**src/rtl/vector_serializer_pkg.sv**
```systemverilog
// Constants shared by the transmit-side serializer and the receive-side
// bit-to-vector buffer, plus the MSB-first bit selection helper.
package vector_serializer_pkg;

  localparam int VEC_W     = 8;
  localparam int BIT_IDX_W = $clog2(VEC_W);

  localparam logic [BIT_IDX_W-1:0] LAST_IDX = BIT_IDX_W'(VEC_W - 1);

  // Bit sent at position idx when a vector goes out MSB first.
  function automatic logic msb_first_bit(input logic [VEC_W-1:0]     vec,
                                         input logic [BIT_IDX_W-1:0] idx);
    logic [BIT_IDX_W-1:0] pos;
    pos = LAST_IDX - idx;
    return vec[pos];
  endfunction

endpackage

```
**src/rtl/vector_serializer.sv**
```systemverilog
// Ring buffer of VEC_W-bit vectors filled over valid/ready and drained one
// bit per request, MSB first, to match the LSB-shifting receive buffer.
module vector_serializer
  import vector_serializer_pkg::*;
#(
  parameter int NB_VECTORS = 8
) (
  input  logic                          clk,
  input  logic                          rst_n,
  input  logic [VEC_W-1:0]              vector_in,
  input  logic                          vector_valid,
  output logic                          vector_ready,
  input  logic                          bit_req,
  output logic                          output_bit,
  output logic                          bit_valid,
  output logic [$clog2(NB_VECTORS):0]   level
);

  localparam int PTR_W = $clog2(NB_VECTORS);
  localparam int CNT_W = PTR_W + 1;
  localparam logic [CNT_W-1:0] FULL_CNT = CNT_W'(NB_VECTORS);

  logic [VEC_W-1:0]     ring_q [NB_VECTORS];
  logic [PTR_W-1:0]     prod_q, prod_d;
  logic [PTR_W-1:0]     cons_q, cons_d;
  logic [CNT_W-1:0]     count_q, count_d;
  logic [BIT_IDX_W-1:0] idx_q, idx_d;
  logic                 out_bit_q, out_bit_d;
  logic                 bit_valid_q, bit_valid_d;

  logic push_s;
  logic pop_s;
  logic last_s;

  // Handshake and pop qualifiers, all from pre-edge registered state.
  assign vector_ready = (count_q != FULL_CNT);
  assign push_s       = vector_valid & vector_ready;
  assign pop_s        = bit_req & (count_q != {CNT_W{1'b0}});
  assign last_s       = pop_s & (idx_q == LAST_IDX);

  assign output_bit = out_bit_q;
  assign bit_valid  = bit_valid_q;
  assign level      = count_q;

  // Next-state for pointers, occupancy, bit index and the served bit.
  always_comb begin
    prod_d      = prod_q;
    cons_d      = cons_q;
    count_d     = count_q;
    idx_d       = idx_q;
    out_bit_d   = 1'b0;
    bit_valid_d = 1'b0;

    if (pop_s) begin
      out_bit_d   = msb_first_bit(ring_q[cons_q], idx_q);
      bit_valid_d = 1'b1;
      idx_d       = idx_q + BIT_IDX_W'(1);
      if (last_s) begin
        cons_d = cons_q + PTR_W'(1);
      end else begin
        cons_d = cons_q;
      end
    end else begin
      idx_d = idx_q;
    end

    if (push_s) begin
      prod_d = prod_q + PTR_W'(1);
    end else begin
      prod_d = prod_q;
    end

    // A push and a final-bit pop together leave occupancy unchanged.
    case ({push_s, last_s})
      2'b10:   count_d = count_q + CNT_W'(1);
      2'b01:   count_d = count_q - CNT_W'(1);
      default: count_d = count_q;
    endcase
  end

  // Control state register with synchronous active-low reset.
  always_ff @(posedge clk) begin
    if (!rst_n) begin
      prod_q      <= {PTR_W{1'b0}};
      cons_q      <= {PTR_W{1'b0}};
      count_q     <= {CNT_W{1'b0}};
      idx_q       <= {BIT_IDX_W{1'b0}};
      out_bit_q   <= 1'b0;
      bit_valid_q <= 1'b0;
    end else begin
      prod_q      <= prod_d;
      cons_q      <= cons_d;
      count_q     <= count_d;
      idx_q       <= idx_d;
      out_bit_q   <= out_bit_d;
      bit_valid_q <= bit_valid_d;
    end
  end

  // Vector storage; contents after reset are don't-care, so no reset.
  always_ff @(posedge clk) begin
    if (push_s) begin
      ring_q[prod_q] <= vector_in;
    end
  end

endmodule

```
**config.mk**
```make
export PLATFORM = sky130hd
export DESIGN_NAME = vector_serializer
export DESIGN_NICKNAME = d
export VERILOG_FILES = /design/src/rtl/vector_serializer_pkg.sv /design/src/rtl/vector_serializer.sv
export SDC_FILE = /design/constraint.sdc
export NUM_CORES = 1
export LEC_CHECK = 0
export ABC_AREA = 1
export BUFFER_PORTS_ARGS = -buffer_cell sky130_fd_sc_hd__buf_2
export CORE_ASPECT_RATIO = 0.75
export CORE_MARGIN = 4
export CORE_UTILIZATION = 45
export CTS_BUF_LIST = sky130_fd_sc_hd__clkbuf_16
export DETAILED_ROUTE_END_ITERATION = 10
export GPL_TIMING_DRIVEN = 0
export PLACE_DENSITY_LB_ADDON = 0.25
export SLEW_MARGIN = 20
export SYNTH_ARGS = -nofsm -noshare
export SYNTH_HDL_FRONTEND = slang
export SYNTH_SLANG_ARGS = --single-unit
```
**constraint.sdc**
```tcl
create_clock -name clk -period 3.4 [get_ports clk]
set_input_delay 0.68 -clock clk [delete_from_list [all_inputs] [get_ports clk]]
set_output_delay 0.68 -clock clk [all_outputs]
set_load 0.02 [all_outputs]
```
# Word-level counts from Yosys, hierarchy flattened
# Memory sizes are Yosys's and may differ from the RTL's. A register that Yosys moved wholly into a read port is not among the register bits.
# Index checks and enable logic that the tools add are counted.
dict set report totals {
  latchBits 0
  memories 1
  romBits 0
  input_bits 12
  ram_bits 64
  register_bits 15
  wordCells 33
  output_inout_bits 7
}
dict set report classes {
  reduce_logical 4
  shifts 0
  mul 0
  n_div 0
  muxes 8
  n_addsub 6
  eq_ne 4
  order_cmp 1
  bitwise_logic 3
}
# memory words width rd rd_ports_with_merged_regs wr line
set memory_table {}
lappend memory_table {ring_q 8 8 1 1 1 vector_serializer.sv:23} ;# logic [VEC_W-1:0] ring_q [NB_VECTORS];
# cell n
set op_table {}
lappend op_table {{3-bit by 1-bit adder with 3-bit output (second input constant)} 3}
lappend op_table {{4-bit case mux with 2 select lines} 1}
lappend op_table {{3-bit two-way mux} 2}
lappend op_table {{4-bit by 1-bit adder with 4-bit output (second input constant)} 1}
lappend op_table {{3-bit by 4-bit < comparator with 1-bit output (second input constant)} 1}
lappend op_table {{1-bit two-way mux} 4}
lappend op_table {{4-bit inequality test (second input constant)} 1}
lappend op_table {{2-bit AND reduction} 2}
lappend op_table {{4-bit nonzero test} 1}
lappend op_table {{4-bit by 1-bit subtractor with 4-bit output (second input constant)} 1}
lappend op_table {{1-bit AND} 3}
lappend op_table {{1-bit binary-select mux with 3-bit select} 1}
lappend op_table {{3-bit == test (second input constant)} 1}
lappend op_table {{3-bit subtractor (first input constant)} 1}
lappend op_table {{2-bit by 1-bit == test with 1-bit output (second input constant)} 1}
lappend op_table {{2-bit == test (second input constant)} 1}
lappend op_table {{2-bit nonzero test} 1}

# Logic depth before layout (Yosys ltp)
dict set report depth {
  depth_word 6
  mapped_depth 12
  ltp_nobuf 12
}

# Worst setup path after synthesis
# No wires, ideal clock.
dict set report synth_path {
  kind {register to register}
  startpoint {register count_q[1] (netlist: level[1])}
  endpoint {register count_q[2] (netlist: level[2])}
  setup_time_ps 115
  path_slack_ps 1310
  t_arrival_ps 1975
  stages_incl_launch_ff 11
  period_less_slack_ps 2090
  path_buffers 0
  required_time_ps 3285
  cell_sequence {dfxtp_1 -> nor2_1 -> nand3_1 -> nand2_1 -> ha_1 -> xor2_1 -> ha_1 -> a21oi_1 -> xnor2_1 -> o21ai_0 -> inv_1}
}
dict set report synth_via {
  elab_cells_between_ends 11
  cone_classes {add/sub: 2; eq/ne: 3; mux: 1; bitwise: 3; reduce/logical: 2}
}
# element line
set synth_lines {}
lappend synth_lines {{from (decl)} vector_serializer.sv:26} ;# logic [CNT_W-1:0] count_q, count_d;
lappend synth_lines {{from (signal assigned)} vector_serializer.sv:86} ;# count_q <= {CNT_W{1'b0}};
lappend synth_lines {{from (signal assigned)} vector_serializer.sv:93} ;# count_q <= count_d;
lappend synth_lines {{4-bit inequality test *} vector_serializer.sv:36} ;# assign vector_ready = (count_q != FULL_CNT);
lappend synth_lines {{net vector_ready} vector_serializer.sv:12} ;# output logic vector_ready,
lappend synth_lines {{1-bit AND *} vector_serializer.sv:37} ;# assign push_s = vector_valid & vector_ready;
lappend synth_lines {{2-bit by 1-bit == test with 1-bit output / 2-bit == test (equally long branches)} vector_serializer.sv:74} ;# case ({push_s, last_s})
lappend synth_lines {{4-bit case mux with 2 select lines / 2-bit nonzero test (equally long branches)} --}
# Mark *: on every way through the listed nets, which the timed path passes. The rest lies on a longest branch.
# A chain may end at the register's enable or synchronous reset.

# Final worst setup path
dict set report layout_path {
  startpoint {register count_q[1] (netlist: level[1])}
  endpoint {memory ring_q[0][1], enable pin}
}
dict set report layout_via {
  elab_chain_len 4
}
# element line
set layout_lines {}
lappend layout_lines {{4-bit inequality test} vector_serializer.sv:36}
lappend layout_lines {{1-bit AND} vector_serializer.sv:37}
lappend layout_lines {{1-bit two-way mux} vector_serializer.sv:102} ;# if (push_s) begin
lappend layout_lines {{1-bit two-way mux (implied by the code)} vector_serializer.sv:103} ;# ring_q[prod_q] <= vector_in;
lappend layout_lines {{to (decl)} vector_serializer.sv:23}
# Every way passes these cells.

==> out/metrics.yaml <==
postCtsSetupRepairBufs: 0
hold_buffers: 0
rsz0062_at_grt: "no"
max_stage_delay_ns: 0.78
diodes: 0
fin_ws_ns: 1.23
routed_wl_um: 7010
skew_ns: 0.00330
portBuffers: 17
path_cells: "nor2_1, nand3_1, nand2_1, inv_1, nand2_1, nor2_1"
clk_pin_slew_worst_paths_ns: 0.06
cts.htree.levels: 3
cts_buffer_depth: 2
synth.ff_latch_count: 82
p_comb_frac: 0.050
grt-ovfl-total: 0
worst_slew_pin_slew_ns: 1.02
fin_crit_ns: 2.17
r2r_end: "ring_q[0][1]"
powerDensity_nw_per_um2: 564
grt_start_max_net_pins: 14
dp_hpwl_um: 4640
gp_congestion: 0.838
synth_cells: 321
reg2reg_depth: 6
firstDrtPassIters: 5
holdPathStages: 2
layout-drive-gt1-share: 0.133
setup_tns_ns: 0
r2r-start: "level[1]"
fin_crit_sh: 0.639
final_nets: 368
die_area_sq_um: 9140
dr.first_iter.drc_count: 140
seq_power_share: 0.503
arrival_ns: 2.13
place_inst: 439
cp-end-kind: "register"
clock-root-buffer: "clkbuf_16"
multi_input_area_sq_um: 973
syn-num-nets: 340
vias: 2304
finalMaxSlewViolations: 0
drc: 0
critPathRequiredTime_ns: 3.35
final_cells: 455
clkLatencyLatePin_ns: 0.33
switching_power_uw: 457
power_mw: 2.24
slew_headroom: 0.316
vias_per_cell: 5.06
initial_core_util: 0.466
hold_viol: 0
post-place-ws_ns: 1.02
vdd_drop_max_mv: 0.452
p_int_mw: 1.78
swShare: 0.204
hold_class: "reg2reg"
area_delta_synth_final_pct: 15.2
report.final.setup_viol: 0
coreArea_sq_um: 7400
pin_count: 19
tritoncts: "built"
post_cts_resized: 0
fp.dieH_um: 83.8
drt.antenna.violating_nets: 0
grt_pass1_vias: 2169
yosysWarnings: 0
grtUsageTotal: 0.166
hp-start: "cons_q[2]"
antenna_found_initial: 0
path_buf_inv: 1
wire_per_inst_um: 15.4
criticalPathCategory: "reg2reg"
cts.sinks: 82
netlist-cell-type-count: 22
maxCapViolCount: 0
start_kind: "register"
setup.worst_path.start: "level[1]"
grt_pass1_wl_um: 11100
critPathSlowestCell: "nor2_1"
synth.yosys.seq_area_share: 0.662
synthesis.area_sq_um: 3450
crit_family: "simple AND/OR/NAND/NOR gates"
numCtsBuffers: 9
n_fill_cell: 603
max_freq_ghz: 0.460
worst-r2r-setup-slack_ns: 1.23
postSynthAreaPerCell_sq_um: 10.7
cp_max_fo: 8
power_frac_clock: 0.446
dieWidth_um: 109
placementRows: 27
status: "finished, final reports clean"
cellLeakagePower_nw: 1.56
seqCellArea_sq_um: 2280
per-layer routing:
metal  vias up  track usage  share of wire
met5         -            0              0
li1       1152            -              -
met1      1068        0.231           0.46
met2        74        0.244           0.44
met3        10       0.0495          0.090
met4         0       0.0642          0.016
synthesized netlist by cell type (all sizes together):
| library cell | number | area [sq um] |
|---|---|---|
| a21oi | 14 | 73.8 |
| buf | 11 | 100 |
| nand2 | 95 | 359 |
| and2 | 1 | 6.26 |
| clkbuf | 1 | 3.75 |
| nand3 | 60 | 310 |
| o21ai | 9 | 45.0 |
| edfxtp | 64 | 1920 |
| xnor2 | 1 | 8.76 |
| inv | 21 | 78.8 |
| clkinv | 1 | 8.76 |
| nor2 | 15 | 56.3 |
| dfxtp | 18 | 360 |
| ha | 7 | 87.6 |
| xor2 | 3 | 26.3 |
power groups by stage:
stage	Sequential (mW)	Combinational [mW]	Clock, mW
2_1_floorplan	1.15	0.0677	0
3_3_place_gp	1.15	0.110	0
3_5_place_dp	1.15	0.113	0
4_1_cts	1.13	0.114	1.02
5_1_grt	1.13	0.129	1.06
6_report	1.13	0.113	0.999
layout make-up:
class,instances,share of cell area
Sequential cell,82,0.575
Multi-Input combinational cell,205,0.245
Clock buffer,9,0.0567
Tap cell,101,0.0318
Buffer,12,0.0262
Clock inverter,7,0.0221
Inverter,22,0.0221
Timing Repair Buffer,17,0.0214
worst max path at each step:
| stage | end | slack, ns | cells past startpoint |
|---|---|---|---|
| finish | ring_q[0][1] | 1.23 | 6 |
| global route | level[3] | 0.94 | 11 |
| CTS | ring_q[0][1] | 1.17 | 6 |
| detailed placement | ring_q[0][3] | 1.02 | 5 |
| global placement | ring_q[4][5] | 1.09 | 5 |
| floorplan | level[2] | 1.31 | 10 |
layout by cell type, fill, tap and decap left out, drive strengths merged:
cell type  instances
nand2             95
edfxtp            64
nand3             60
buf               28
inv               24
dfxtp             18
nor2              15
a21oi             14
clkbuf            10
o21ai              9
ha                 7
xor2               3
clkinv             2
bufinv             2
and2               1
xnor2              1
clkinvlp           1
sequential cells by signal, indices dropped and copies added, names as in the netlist, named ones only:
register,flops
idx_q,3
prod_q,3
bit_valid,1
level,4
cons_q,3
ring_q,64
output_bit,1
cells by family (layout without fill, tap and decap cells):
logic type / after synthesis / in the layout / synth area share
buffers and inverters: 34 / 67 / 0.0555
AO/OA/AOI/OAI: 23 / 23 / 0.0345
flip-flops: 82 / 82 / 0.662
AND/OR/NAND/NOR: 171 / 171 / 0.212
XOR/XNOR: 4 / 4 / 0.0102
adder cells (fa/ha/maj): 7 / 7 / 0.0254
worst min-delay path, cell delays in order (launching register included):
cell	delay (ns)
dfxtp_1	0.31
inv_1	0.05
a21oi_1	0.06
stage by stage:
step	hold slack, ns	instance area (sq um)	utilization
floorplan	0.433	3450	-
global placement	0.450	3660	0.495
CTS	0.468	3970	0.537
finish	0.462	3970	0.537
detailed placement	0.460	3660	0.495
global route	0.511	3970	0.537
No activity file was read; power rests on OpenSTA's default activity.
